==> src/rtl/plot_pkg.sv <==
// Shared pixel definitions for the plot path: screen bounds, packed pixel
// record and the off-screen test used by the clip stage.
package plot_pkg;

  localparam logic [7:0] SCREEN_W = 8'd160;
  localparam logic [6:0] SCREEN_H = 7'd120;

  typedef struct packed {
    logic [7:0] x;
    logic [6:0] y;
    logic [2:0] colour;
  } pixel_t;

  function automatic logic is_offscreen(input logic [7:0] x, input logic [6:0] y);
    return (x >= SCREEN_W) || (y >= SCREEN_H);
  endfunction

endpackage

==> src/rtl/sync_fifo.sv <==
// Generic single-clock pixel FIFO; head is read combinationally from storage
// and forced to zero while empty, so it only depends on registered state.
module sync_fifo
  import plot_pkg::*;
#(
  parameter int DEPTH = 16,
  localparam int AW = $clog2(DEPTH)
) (
  input  logic          clk,
  input  logic          rst,
  input  logic          clear,
  input  logic          push,
  input  logic          pop,
  input  pixel_t        din,
  output pixel_t        dout,
  output logic [AW:0]   level,
  output logic          full,
  output logic          empty
);

  localparam logic [AW:0] DEPTH_L = (AW+1)'(DEPTH);

  pixel_t        mem [DEPTH];
  logic [AW-1:0] rd_ptr;
  logic [AW-1:0] wr_ptr;
  logic          do_push;
  logic          do_pop;

  assign empty   = (level == '0);
  assign full    = (level == DEPTH_L);
  assign do_pop  = pop & ~empty;
  // A full FIFO still takes a write when the head leaves on the same edge.
  assign do_push = push & (~full | do_pop);

  always_ff @(posedge clk or posedge rst) begin
    if (rst) begin
      rd_ptr <= '0;
      wr_ptr <= '0;
      level  <= '0;
    end else if (clear) begin
      rd_ptr <= '0;
      wr_ptr <= '0;
      level  <= '0;
    end else begin
      if (do_push) wr_ptr <= wr_ptr + 1'b1;
      if (do_pop)  rd_ptr <= rd_ptr + 1'b1;
      case ({do_push, do_pop})
        2'b10:   level <= level + 1'b1;
        2'b01:   level <= level - 1'b1;
        default: level <= level;
      endcase
    end
  end

  always_ff @(posedge clk) begin
    if (do_push && !clear) mem[wr_ptr] <= din;
  end

  assign dout = empty ? '0 : mem[rd_ptr];

endmodule

==> src/rtl/plot_clip_fifo.sv <==
// Buffers pixels between the drawing engine and the VGA adapter, discarding
// off-screen pixels and counting clips and full-drops.
module plot_clip_fifo
  import plot_pkg::*;
#(
  parameter int DEPTH = 16,
  localparam int AW = $clog2(DEPTH)
) (
  input  logic          clk,
  input  logic          rst,
  input  logic          clear,
  input  logic [7:0]    in_x,
  input  logic [6:0]    in_y,
  input  logic [2:0]    in_colour,
  input  logic          in_plot,
  output logic [7:0]    vga_x,
  output logic [6:0]    vga_y,
  output logic [2:0]    vga_colour,
  output logic          vga_plot,
  input  logic          vga_ready,
  output logic [AW:0]   level,
  output logic          overflow,
  output logic [7:0]    drop_count,
  output logic [7:0]    clip_count
);

  pixel_t din;
  pixel_t head;
  logic   full;
  logic   empty;
  logic   offscreen;
  logic   onscreen_plot;
  logic   pop;
  logic   push;
  logic   drop;
  logic   clip;

  assign din       = '{x: in_x, y: in_y, colour: in_colour};
  assign offscreen = is_offscreen(in_x, in_y);
  assign clip      = in_plot & offscreen;
  assign onscreen_plot = in_plot & ~offscreen;

  // vga_plot comes from the registered level only, never from in_plot.
  assign vga_plot = ~empty;
  assign pop      = vga_plot & vga_ready;
  assign push     = onscreen_plot & (~full | pop);
  assign drop     = onscreen_plot & full & ~pop;

  sync_fifo #(.DEPTH(DEPTH)) u_fifo (
    .clk   (clk),
    .rst   (rst),
    .clear (clear),
    .push  (push),
    .pop   (pop),
    .din   (din),
    .dout  (head),
    .level (level),
    .full  (full),
    .empty (empty)
  );

  assign vga_x      = head.x;
  assign vga_y      = head.y;
  assign vga_colour = head.colour;

  always_ff @(posedge clk or posedge rst) begin
    if (rst) begin
      overflow   <= 1'b0;
      drop_count <= '0;
      clip_count <= '0;
    end else if (clear) begin
      overflow   <= 1'b0;
      drop_count <= '0;
      clip_count <= '0;
    end else begin
      if (drop) begin
        overflow <= 1'b1;
        if (drop_count != 8'hFF) drop_count <= drop_count + 8'd1;
      end
      if (clip && clip_count != 8'hFF) clip_count <= clip_count + 8'd1;
    end
  end

endmodule
==> config.mk <==
export PLATFORM = sky130hd
export DESIGN_NAME = plot_clip_fifo
export DESIGN_NICKNAME = d
export VERILOG_FILES = /design/src/rtl/plot_pkg.sv /design/src/rtl/sync_fifo.sv /design/src/rtl/plot_clip_fifo.sv
export SDC_FILE = /design/constraint.sdc
export NUM_CORES = 1
export LEC_CHECK = 0
export BUFFER_PORTS_ARGS = -buffer_cell sky130_fd_sc_hd__clkbuf_2
export CAP_MARGIN = 25
export CORE_ASPECT_RATIO = 0.75
export CORE_MARGIN = 5
export CORE_UTILIZATION = 61
export CTS_CLUSTER_SIZE = 25
export DETAILED_ROUTE_END_ITERATION = 8
export GPL_ROUTABILITY_DRIVEN = 0
export PLACE_DENSITY = 0.79
export SLEW_MARGIN = 25
export SYNTH_ARGS = -nofsm -noshare
export SYNTH_HDL_FRONTEND = slang
export SYNTH_SLANG_ARGS = --single-unit
==> constraint.sdc <==
create_clock -name clk -period 3.12 [get_ports clk]
set_clock_uncertainty 0.1 [all_clocks]
set_input_delay 0.468 -clock clk [delete_from_list [all_inputs] [get_ports clk]]
set_output_delay 0.468 -clock clk [all_outputs]
set_load 0.03 [all_outputs]
==> flow_summary.ini <==
[timing]
maxSlewViolCount = 0
finalHoldViolCount = 0
rsz0062_at_grt = yes
maxSlewHeadroom_pct = 44.7
worst_slew_pin_slew_ps = 824
layout_setup_ws_ps = -143
finalSetupViolations = 18
fin_crit_sh_pct = 105
post-route-min-period_ps = 3260
max_clock_freq_mhz = 306
hold_ws_ps = 216

[logic_synthesis]
ys_types = 45
synth_area_mm2 = 0.0127
synth_area_leaders = edfxtp_1 68%, mux4_2 16%, dfrtp_1 5.9%
synth_ff_type = edfxtp_1
synth_top_area_share_pct = 67.9
ys.warnings.count = 0
ys_ff_latch = 318
yosysTopAreaCell = edfxtp_1
seq_area_frac_synth_pct = 73.8
syn_area_per_cell_um2 = 20.5
synthArstFlopShare_pct = 9.43
synth_edf_count = 288
synth.net_count = 654
netlist_instances = 622

[finish]
antenna_cells = 0
mostFrequentLayoutCell = edfxtp_1
area_delta_synth_final_pct = 18.1
multi_input_area_mm2 = 0.00324
nNetsFinal = 780
seq_area_mm2 = 0.00940
drive_gt1_share_pct = 37.2
fillers = 1156
layout_common_cells = 288 x edfxtp_1, 90 x mux4_2, 47 x clkbuf_2
final_area_mm2 = 0.0150

[floorplan]
die_x_um = 177
die_h_um = 135
die-area_mm2 = 0.0239
start_util_pct = 62.5
io_pins = 64
core_area_mm2 = 0.0204
rows = 45

[grt]
grt_pass1_vias = 6674
grt_pass1_wl_um = 41100
grt_max_degree = 41
grt_overflow = 0
grtUsageTotal_pct = 23.3
antenna_found_initial = 0

[drt]
drt-total-wl_um = 27100
vias = 6496
remaining_drc_errors = 0
antenna_left = 0
viasPerCell = 6.16
drt_iter0_drc = 663
drt-pass1-iter-count = 5
post_drt_wl_per_cell_um = 25.7

[clock_tree]
cts_buffers = 30
clock-sinks = 318
cts.reportedPaths.clkPinSlew_ps = 70
cts_root_buf = clkbuf_16
clockBufferDepth = 3
ctsHtreeMaxLevel = 1
clk_latency_ps = 540
cts_tree = yes

[hold_path]
hp-class = primary input to flop
hold_path_end = u_fifo.mem[3][10]
worst_hold_path.num_cells = 1
worstHoldStart = in_x[0]

[critical_path]
cp_num_buf_inv = 3
path_cells = buf_12 -> buf_6 -> mux4_2 -> mux4_2 -> and2_1 -> clkbuf_4
crit_family = multiplexers
reg2reg_from = u_fifo.level[2]
crit_required_ps = 2550
critical_path_class = flop to output port
critPathMaxFanout = 8
reg2regPathDepth = 9
cpMaxStageDelayCell = mux4_2
rrSetupSlack_ps = 370
timing.rr.end = u_fifo.level[4]
cp.arrival_ps = 2690
cp_slowest_stage_delay_ps = 510
cp_common_cell = mux4_2
crit_path_end_kind = output port
start_kind = flop

[placement]
port_buffers = 63
postPlaceCellArea_mm2 = 0.0138
dp_hpwl_um = 16200

[run_status]
outcome = finished with violations
violations = setup timing

[power]
power_density_mw_per_mm2 = 747
irDropWorstVdd_v = 0.000593
cellLeakagePower_nw = 5.04

[run]
maxCapViolCount = 0
-- synthesized netlist by cell type (2+ instances only) --
cell type	count
dfrtp_1	30
nor3_1	5
nand4_1	5
nor3b_1	3
buf_2	2
nor2b_1	2
o21ai_1	2
a21oi_1	6
edfxtp_1	288
nor2_1	52
and2_1	20
buf_6	6
xnor2_1	15
or3_1	2
inv_1	4
a22oi_1	2
mux4_2	90
a211oi_1	2
nor4b_1	2
mux2_1	2
nor4_1	2
and3_1	3
nand2_1	12
mux2i_1	3
nand3b_1	4
clkbuf_1	17
xor2_1	6
nand3_1	10
ha_1	9
-- layout make-up --
type | instances | area share, %
timing repair buffer | 121 | 6.77
inverter | 4 | 0.0998
tap | 282 | 2.35
clock buffer | 39 | 5.36
multi-input combinational | 273 | 21.6
sequential | 318 | 62.5
clock inverter | 17 | 1.36
-- power by group --
group / internal [W] / switching [W] / total, W / leakage, nW
Clock: 0.00223 / 0.00147 / 0.00369 / 0.493
Combinational: 0.00138 / 0.00138 / 0.00276 / 1.54
Sequential: 0.00471 / 0.0000823 / 0.00479 / 3.00
-- worst reg2reg max path: cells and delay by family (launching register included) --
kind | cells | cell delay, ps
compound gates | 3 | 470
xor+xnor | 1 | 150
fa+ha+maj | 1 | 230
flops | 1 | 490
mux | 1 | 330
simple gates | 3 | 850
-- how the worst max path moves through the flow --
stage | slack [ps] | from | endpoint | cells past startpoint
after floorplan | 360 | u_fifo.level[1] | u_fifo.mem[12][0] | 6
after global placement | 190 | in_y[4] | u_fifo.level[4] | 10
final | -140 | u_fifo.rd_ptr[0] | vga_y[3] | 6
after detailed placement | 120 | in_y[4] | u_fifo.level[4] | 10
after global routing | -200 | u_fifo.rd_ptr[0] | vga_y[3] | 6
after CTS | -160 | u_fifo.rd_ptr[0] | vga_y[0] | 6
-- through the flow --
stage                     util [%]  TNS [ps]  power [W]  setup slack (ps)  std cells
after floorplan                  -         0    0.00652               360        622
after global placement        67.6         0    0.00715               194        993
after detailed placement      67.6         0    0.00721               115        993
after CTS                     73.7     -2050     0.0113              -162       1053
after global routing          73.8     -2990     0.0117              -204       1054
final                         73.8     -1790     0.0112              -143       1054
-- flip-flops by register name, indices dropped and copies added, names as in the netlist --
name and cells:
overflow 1, drop_count 8, u_fifo.wr_ptr 4, clip_count 8, u_fifo.mem 288, u_fifo.level 5, u_fifo.rd_ptr 4
-- metal layers --
layer	GRT usage (%)	vias up	wire [um]
met5	0	-	0
met4	5.15	0	532
met3	4.02	40	2020
met2	37.6	289	13400
met1	34.6	3380	11200
li1	-	2787	-
-- cell families (layout without fill, tap and decap cells) --
logic type	Yosys count	after routing	share of synthesized area, %
AOI/OAI and AO/OA	20	20	1.03
xor gates and xnor gates	21	21	1.44
adders and majority gates	9	9	0.884
buffers and inverters	31	181	1.32
DFF	318	318	73.8
muxes	96	96	16.4
and+or+nand+nor	127	127	5.13
-- repair_timing --
action | 4_1_cts | 5_1_grt
setup buffers | 3 | 0
endpoints found under the setup margin | 18 | 18
hold buffers | 0 | 1
hold endpoints to repair | 0 | 22
gates cloned | 1 | 0
resized for setup | 47 | 10
(Power assumes the default switching activity.)
